$ cat src/rtl/load_store_unit.sv
// rtl/load_store_unit.sv - halfword-wide load/store sequencer between MEM stage and data memory
//
// Purpose: turns byte/halfword/word loads and stores on a byte address into
// sequences of halfword data-memory accesses. Handles word split, sign/zero
// extension and byte-store read-modify-write. Holds the pipeline through
// BUSY and signals completion with a one-cycle DONE pulse.
//
// Ports:
//   CLK, RST        clock, synchronous active-low reset
//   REQ, WR, SIZE,  request (sampled in IDLE only), store/load select,
//   SIGNED, ADDR,   access size, load extension, byte address,
//   WDATA           right-justified store data
//   RDATA, DONE,    load result and completion pulse,
//   ERR, BUSY       error flag (with DONE), busy in every non-IDLE state
//   MEM_ADDR,       halfword address, write data and write enable to memory,
//   MEM_DI, MEM_WE,
//   MEM_DO          memory read data, one cycle after MEM_ADDR
module load_store_unit #(
  parameter int DATAWIDTH = 16,
  parameter int ADDRBUS   = 20
) (
  input  logic                   CLK,
  input  logic                   RST,
  input  logic                   REQ,
  input  logic                   WR,
  input  logic [1:0]             SIZE,
  input  logic                   SIGNED,
  input  logic [ADDRBUS:0]       ADDR,
  input  logic [2*DATAWIDTH-1:0] WDATA,
  output logic [2*DATAWIDTH-1:0] RDATA,
  output logic                   DONE,
  output logic                   ERR,
  output logic                   BUSY,
  output logic [ADDRBUS-1:0]     MEM_ADDR,
  output logic [DATAWIDTH-1:0]   MEM_DI,
  output logic                   MEM_WE,
  input  logic [DATAWIDTH-1:0]   MEM_DO
);

  localparam int WW = 2 * DATAWIDTH;

  localparam logic [1:0] SZ_BYTE = 2'b00;
  localparam logic [1:0] SZ_HALF = 2'b01;
  localparam logic [1:0] SZ_WORD = 2'b10;

  typedef enum logic [2:0] {
    S_IDLE, S_RD_LO, S_RD_HI, S_CAP, S_WR_LO, S_WR_HI, S_RESP
  } state_t;

  state_t               state_q, state_d;
  logic                 wr_q, wr_d;
  logic [1:0]           size_q, size_d;
  logic                 sgn_q, sgn_d;
  logic [ADDRBUS-1:0]   haddr_q, haddr_d;
  logic                 bsel_q, bsel_d;
  logic [WW-1:0]        wdata_q, wdata_d;
  logic                 err_q, err_d;
  logic [DATAWIDTH-1:0] lo_q, lo_d;
  logic [DATAWIDTH-1:0] hi_q, hi_d;

  logic                 req_err;
  logic [7:0]           sel_byte;
  logic [DATAWIDTH-1:0] merged;
  logic [WW-1:0]        load_res;

  // Misalignment/illegal size is decided on the live inputs so an errored
  // request never touches memory.
  assign req_err = (SIZE == 2'b11) ||
                   ((SIZE == SZ_HALF) && ADDR[0]) ||
                   ((SIZE == SZ_WORD) && (ADDR[1:0] != 2'b00));

  // Little-endian byte lanes: bsel=0 is bits [7:0].
  assign sel_byte = bsel_q ? lo_q[15:8] : lo_q[7:0];
  assign merged   = bsel_q ? {wdata_q[7:0], lo_q[7:0]} : {lo_q[15:8], wdata_q[7:0]};

  always_comb begin
    load_res = '0;
    case (size_q)
      SZ_BYTE: load_res = {{(WW-8){sgn_q & sel_byte[7]}}, sel_byte};
      SZ_HALF: load_res = {{(WW-DATAWIDTH){sgn_q & lo_q[DATAWIDTH-1]}}, lo_q};
      default: load_res = {hi_q, lo_q};
    endcase
  end

  assign BUSY  = (state_q != S_IDLE);
  assign DONE  = (state_q == S_RESP);
  assign ERR   = (state_q == S_RESP) && err_q;
  assign RDATA = ((state_q == S_RESP) && !wr_q && !err_q) ? load_res : '0;

  always_comb begin
    state_d  = state_q;
    wr_d     = wr_q;
    size_d   = size_q;
    sgn_d    = sgn_q;
    haddr_d  = haddr_q;
    bsel_d   = bsel_q;
    wdata_d  = wdata_q;
    err_d    = err_q;
    lo_d     = lo_q;
    hi_d     = hi_q;
    MEM_ADDR = haddr_q;
    MEM_DI   = '0;
    MEM_WE   = 1'b0;
    case (state_q)
      S_IDLE: begin
        if (REQ) begin
          wr_d    = WR;
          size_d  = SIZE;
          sgn_d   = SIGNED;
          haddr_d = ADDR[ADDRBUS:1];
          bsel_d  = ADDR[0];
          wdata_d = WDATA;
          err_d   = req_err;
          if (req_err)
            state_d = S_RESP;
          else if (WR && (SIZE != SZ_BYTE))
            state_d = S_WR_LO;
          else
            state_d = S_RD_LO;  // loads and the read half of a byte store
        end
      end
      S_RD_LO: begin
        state_d = (!wr_q && (size_q == SZ_WORD)) ? S_RD_HI : S_CAP;
      end
      S_RD_HI: begin
        MEM_ADDR = haddr_q + ADDRBUS'(1);
        lo_d     = MEM_DO;   // data for the RD_LO address
        state_d  = S_CAP;
      end
      S_CAP: begin
        if (size_q == SZ_WORD)
          hi_d = MEM_DO;
        else
          lo_d = MEM_DO;
        state_d = wr_q ? S_WR_LO : S_RESP;
      end
      S_WR_LO: begin
        MEM_WE  = 1'b1;
        MEM_DI  = (size_q == SZ_BYTE) ? merged : wdata_q[DATAWIDTH-1:0];
        state_d = (size_q == SZ_WORD) ? S_WR_HI : S_RESP;
      end
      S_WR_HI: begin
        MEM_ADDR = haddr_q + ADDRBUS'(1);
        MEM_WE   = 1'b1;
        MEM_DI   = wdata_q[WW-1:DATAWIDTH];
        state_d  = S_RESP;
      end
      S_RESP: begin
        state_d = S_IDLE;    // REQ ignored here: one IDLE cycle always follows
      end
      default: state_d = S_IDLE;
    endcase
  end

  always_ff @(posedge CLK) begin
    if (!RST) begin
      state_q <= S_IDLE;
      wr_q    <= 1'b0;
      size_q  <= 2'b00;
      sgn_q   <= 1'b0;
      haddr_q <= '0;
      bsel_q  <= 1'b0;
      wdata_q <= '0;
      err_q   <= 1'b0;
      lo_q    <= '0;
      hi_q    <= '0;
    end else begin
      state_q <= state_d;
      wr_q    <= wr_d;
      size_q  <= size_d;
      sgn_q   <= sgn_d;
      haddr_q <= haddr_d;
      bsel_q  <= bsel_d;
      wdata_q <= wdata_d;
      err_q   <= err_d;
      lo_q    <= lo_d;
      hi_q    <= hi_d;
    end
  end

endmodule

$ cat config.mk
export PLATFORM = sky130hd
export DESIGN_NAME = load_store_unit
export DESIGN_NICKNAME = d
export VERILOG_FILES = /design/src/rtl/load_store_unit.sv
export SDC_FILE = /design/constraint.sdc
export NUM_CORES = 1
export LEC_CHECK = 0
export CORE_UTILIZATION = 31
export CTS_CLUSTER_DIAMETER = 30
export CTS_CLUSTER_SIZE = 14
export DETAILED_ROUTE_END_ITERATION = 6
export SLEW_MARGIN = 20
export SYNTH_ARGS = -nofsm -noshare
export SYNTH_HDL_FRONTEND = slang
export SYNTH_SLANG_ARGS = --single-unit
$ cat constraint.sdc
create_clock -name CLK -period 1.87 [get_ports CLK]
set_input_delay 0.187 -clock CLK [delete_from_list [all_inputs] [get_ports CLK]]
set_output_delay 0.187 -clock CLK [all_outputs]
set_load 0.05 [all_outputs]
After elaboration in Yosys (flattened, before gate mapping) --
Cells that the tools add are included.
Word-level totals: register bits after elaboration 93, input port bits 76, word-level logic and storage cells 65
Operators by class: add/sub/neg operators 1, eq/ne operators 13, multiplexer cells 17, bitwise gates (word level) 2, reduce and logical (&&, ||, !) cells 22
Operator list (count):
- $pmux 16 s2 | 2
- $pmux 32 s2 | 1
- $mux 16 | 3
- $mux 32 | 1
- $add 20x1->20 const B | 1
- $mux 20 | 1
- $pmux 3 s6 | 1
- $eq 3x3->1 const B | 3
- $mux 3 | 3
- $mux 8 | 1
- $logic_and 1x1->1 | 7
- $eq 2x2->1 const B | 3
- $eq 3x2->1 const B | 2
- $reduce_and 2->1 | 3
- $reduce_bool 2->1 | 3
- $eq 2x1->1 const B | 2
- $mux 2 | 2
- $ne 2x2->1 const B | 2
- $reduce_or 2->1 | 2
- $eq 3x1->1 const B | 1
- $logic_not 3->1 | 1
- $reduce_bool 3->1 | 1
- $and 1x1->1 | 2
- $logic_not 1->1 | 2
- 3 further kinds | 5

Logic depth before layout (Yosys ltp) --
word-level depth 7, depth in mapped cells 7

Worst setup path before layout --
Ideal clock, no wire load.
kind register to output, start register state_q[1], end output port RDATA[16], data arrival time 2.217 ns, required time 1.683 ns, path slack -0.534 ns, stages on the path, launching flop included 6, buffers on the path 1, cells stage by stage dfxtp_1 > buf_4 > and3b_1 > nand2_2 > o21bai_4 > a21oi_1
Between the ends: word-level cells in the longest chain between the ends 4
RTL lines:
- start, declared | RTL line 50 | state_t state_q, state_d;
- start signal, assigned | RTL line 168 | state_q <= state_d;
- $eq 3x3->1
- net DONE | RTL line 31 | output logic DONE,
- $logic_and 1x1->1 (2 in a row) | RTL line 88 | assign RDATA = ((state_q == S_RESP) && !wr_q && !err_q) ? load_res : '0;
- $mux 32 | RTL line 88
- end, declared | RTL line 30 | output logic [2*DATAWIDTH-1:0] RDATA,
The timed path passes the listed nets, and every way through them passes these cells.

Final worst setup path --
start register haddr_q[10], end output port MEM_ADDR[19]
Between the ends: word-level cells in the longest chain between the ends 2
RTL lines:
- start, declared | RTL line 54 | logic [ADDRBUS-1:0] haddr_q, haddr_d;
- start signal, assigned | RTL line 172 | haddr_q <= haddr_d;
- $add 20x1->20 | RTL line 126, 143
- $mux 20
- end, declared | RTL line 34 | output logic [ADDRBUS-1:0] MEM_ADDR,
No other way between the ends.

==> impl_metrics.ini <==
[global_routing]
grt_pass1_vias = 4944
antenna_found_initial = 1
use_met1 = 0.236
busiest_layer = met2
gr-usage-met2 = 0.341
grt.overflow.total = 0
grt_use_met3 = 0.0728
grt_pass1_wl_um = 25600
grt_start_max_net_pins = 38
grtUsageTotal = 0.200

[logic_synthesis]
yosysSeqAreaShare = 0.375
async_reset_ff_frac = 0
syn_nets = 730
synthFlopType = dfxtp_1
yosysUniqueCellTypes = 51
synth_area_per_cell_sq_um = 7.60
synthCells = 653
synth_edf_count = 0
syn_area_sq_um = 4960
yosysWarnings = 0
yosys_register_bits = 93

[clocking]
clockBufferDepth = 2
cts_tree = built
cts_hold_buf = 0
h-tree-depth = 3
clk_pin_slew_ps = 70
clkSinkCount = 93
clk_latency_ps = 350
ctsRootBufferMaster = clkbuf_16
numCtsBuffers = 9

[drt]
routedWlPerCell_um = 15.6
wl_um = 16000
via_per_inst = 4.83
drc = 0
dr.first_iter.drc_count = 283
antenna_left = 0
num_vias = 4968
drt_first_pass_iters = 4

[sta]
period_needed_ps = 2070
hold_ws_ps = 237
hold_viol_final = 0
period_share = 1.11
setup_viol = 64
rsz0062_at_grt = yes
relSlewSlack = 0.707
tightest_slew_ps = 440
fin_ws_ps = -203
finalClockSkew_ps = 11.0
fmax_mhz = 482
drv_slew = 0

[setup_path]
slowest_stage = dfxtp_1
end_kind = output port
required_ps = 1680
crit_top_cell = nand4_1
worstSetupStartpointType = flop
path_cells = nand4_1 -> nor3_2 -> nand4_1 -> xnor2_2 -> buf_12
crit_arrival_ps = 1890
path_max_fanout = 4
cpLargestDelayFamily = simple AND/OR/NAND/NOR gates
worst-path-buf-inv = 1
max_stage_delay_ps = 410
path_class = flop to output port

[finish]
stdcell_area_sq_um = 8540
final_cell_mix = nand2_1 (226), dfxtp_1 (86), a21boi_0 (84), clkdlybuf4s50_1 (74), buf_12 (60)
antenna_cells = 0
final_nets = 890
final_common_cell = nand2_1
final_util = 0.553
synthToLayoutAreaGrowth_pct = 72.0
drive_gt1_frac = 0.323

[outcome]
status = finished, violations left
violations = negative setup slack

[place]
gp_congestion = 0.842
hpwl_um = 11700
io_buffers = 147
pre_cts_slack_ps = 97.2
post_dp_cell_area_sq_um = 7730

[floorplanning]
die_y_um = 129
die_w_um = 129
die_area_sq_um = 16500
ios = 148
initial_core_util = 0.322
rows = 45
core_area_sq_um = 15400

[power]
irDropWorstVdd_mv = 0.625
leakage_nw = 3.05
powerDensity_nw_per_um2 = 804

[worst_hold_path]
hold_path_class = input port to flop

[run]
maxCapViolations = 0
[timing repair]
item,CTS,global route
pin swaps,29,25
buffers inserted,10,1
gates resized for setup,83,19
gates cloned,3,0
endpoints found under the setup margin,68,68
[Yosys cell counts (2+ instances only)]
master	number	share of area
and4_1	2	0.0035
clkbuf_1	17	0.013
mux2i_1	16	0.032
nor3b_1	3	0.0045
xnor2_1	17	0.030
nor2_4	2	0.0045
a21boi_1	8	0.012
nand2b_1	2	0.0025
dfxtp_1	93	0.38
and3_1	3	0.0038
nand2_1	234	0.18
buf_2	14	0.014
o21ai_0	12	0.012
nor3_1	3	0.0030
and2_1	3	0.0038
xor2_1	2	0.0035
buf_6	5	0.011
a21boi_0	84	0.13
nand4_1	7	0.0088
nand3_1	9	0.0091
buf_1	3	0.0023
a21oi_2	10	0.018
a211o_1	8	0.014
and3b_1	2	0.0035
a21oi_1	32	0.032
buf_4	6	0.0091
nand2_2	2	0.0025
inv_1	19	0.014
nor2_1	13	0.0098
[cell families (layout without fill, tap and decap cells)]
kind of cell | count (synthesis) | in the layout | synth area share
buffers and inverters | 64 | 229 | 0.0640
XOR/XNOR | 19 | 19 | 0.0335
flip-flops | 93 | 93 | 0.375
multiplexers | 17 | 17 | 0.0345
adder cells (fa/ha/maj) | 1 | 1 | 0.00252
AND/OR/NAND/NOR | 297 | 297 | 0.257
AO/OA/AOI/OAI | 162 | 162 | 0.234
[metrics by stage]
stage                     std cells  setup TNS [ps]  total power, mW
final                          1029           -5920             6.86
after global routing           1029          -11290             7.20
after CTS                      1031           -6270             6.91
after detailed placement       1002               0             4.79
after global placement         1002               0             4.75
after floorplan                 653            -115             3.81
[layout make-up]
| cell class | count | area (sq um) |
|---|---|---|
| multi-input cells | 496 | 3560 |
| clock inverters | 7 | 71.3 |
| fillers | 1351 | 6890 |
| well taps | 211 | 264 |
| flip-flops and latches | 93 | 1880 |
| repair buffers | 194 | 2470 |
| inverters | 19 | 71.3 |
| clock buffers | 9 | 225 |
[layer usage]
| layer | part of all wire | up-vias | wire length [um] |
|---|---|---|---|
| li1 | - | 2482 | - |
| met1 | 0.43 | 2329 | 6820 |
| met2 | 0.48 | 137 | 7730 |
| met3 | 0.074 | 18 | 1190 |
| met4 | 0.018 | 2 | 287 |
| met5 | 0.00081 | - | 13 |
[final timing paths]
| path | startpoint | to | slack, ps | depth (start not counted) |
|---|---|---|---|---|
| worst max register to register | state_q[0] | haddr_q[9] | 200 | 7 |
| worst min-delay path | RST | err_q | 240 | 2 |
| worst max-delay path | haddr_q[10] | MEM_ADDR[19] | -200 | 5 |
| worst min register to register | wdata_q[31] | wdata_q[31] | 460 | 2 |
[sequential cells by signal, indices dropped and copies added (netlist names), 2 cells and up]
| name | count |
|---|---|
| size_q | 2 |
| state_q | 3 |
| hi_q | 16 |
| haddr_q | 20 |
| wdata_q | 32 |
| lo_q | 16 |
[report_power, final]
group          total (mW)  internal, mW  leakage, nW  switching, mW
Combinational        2.61          1.17         2.14           1.44
Clock                1.84          1.04        0.150          0.802
Sequential           2.41          2.19        0.762          0.218
No activity file was read; power rests on OpenSTA's default activity.
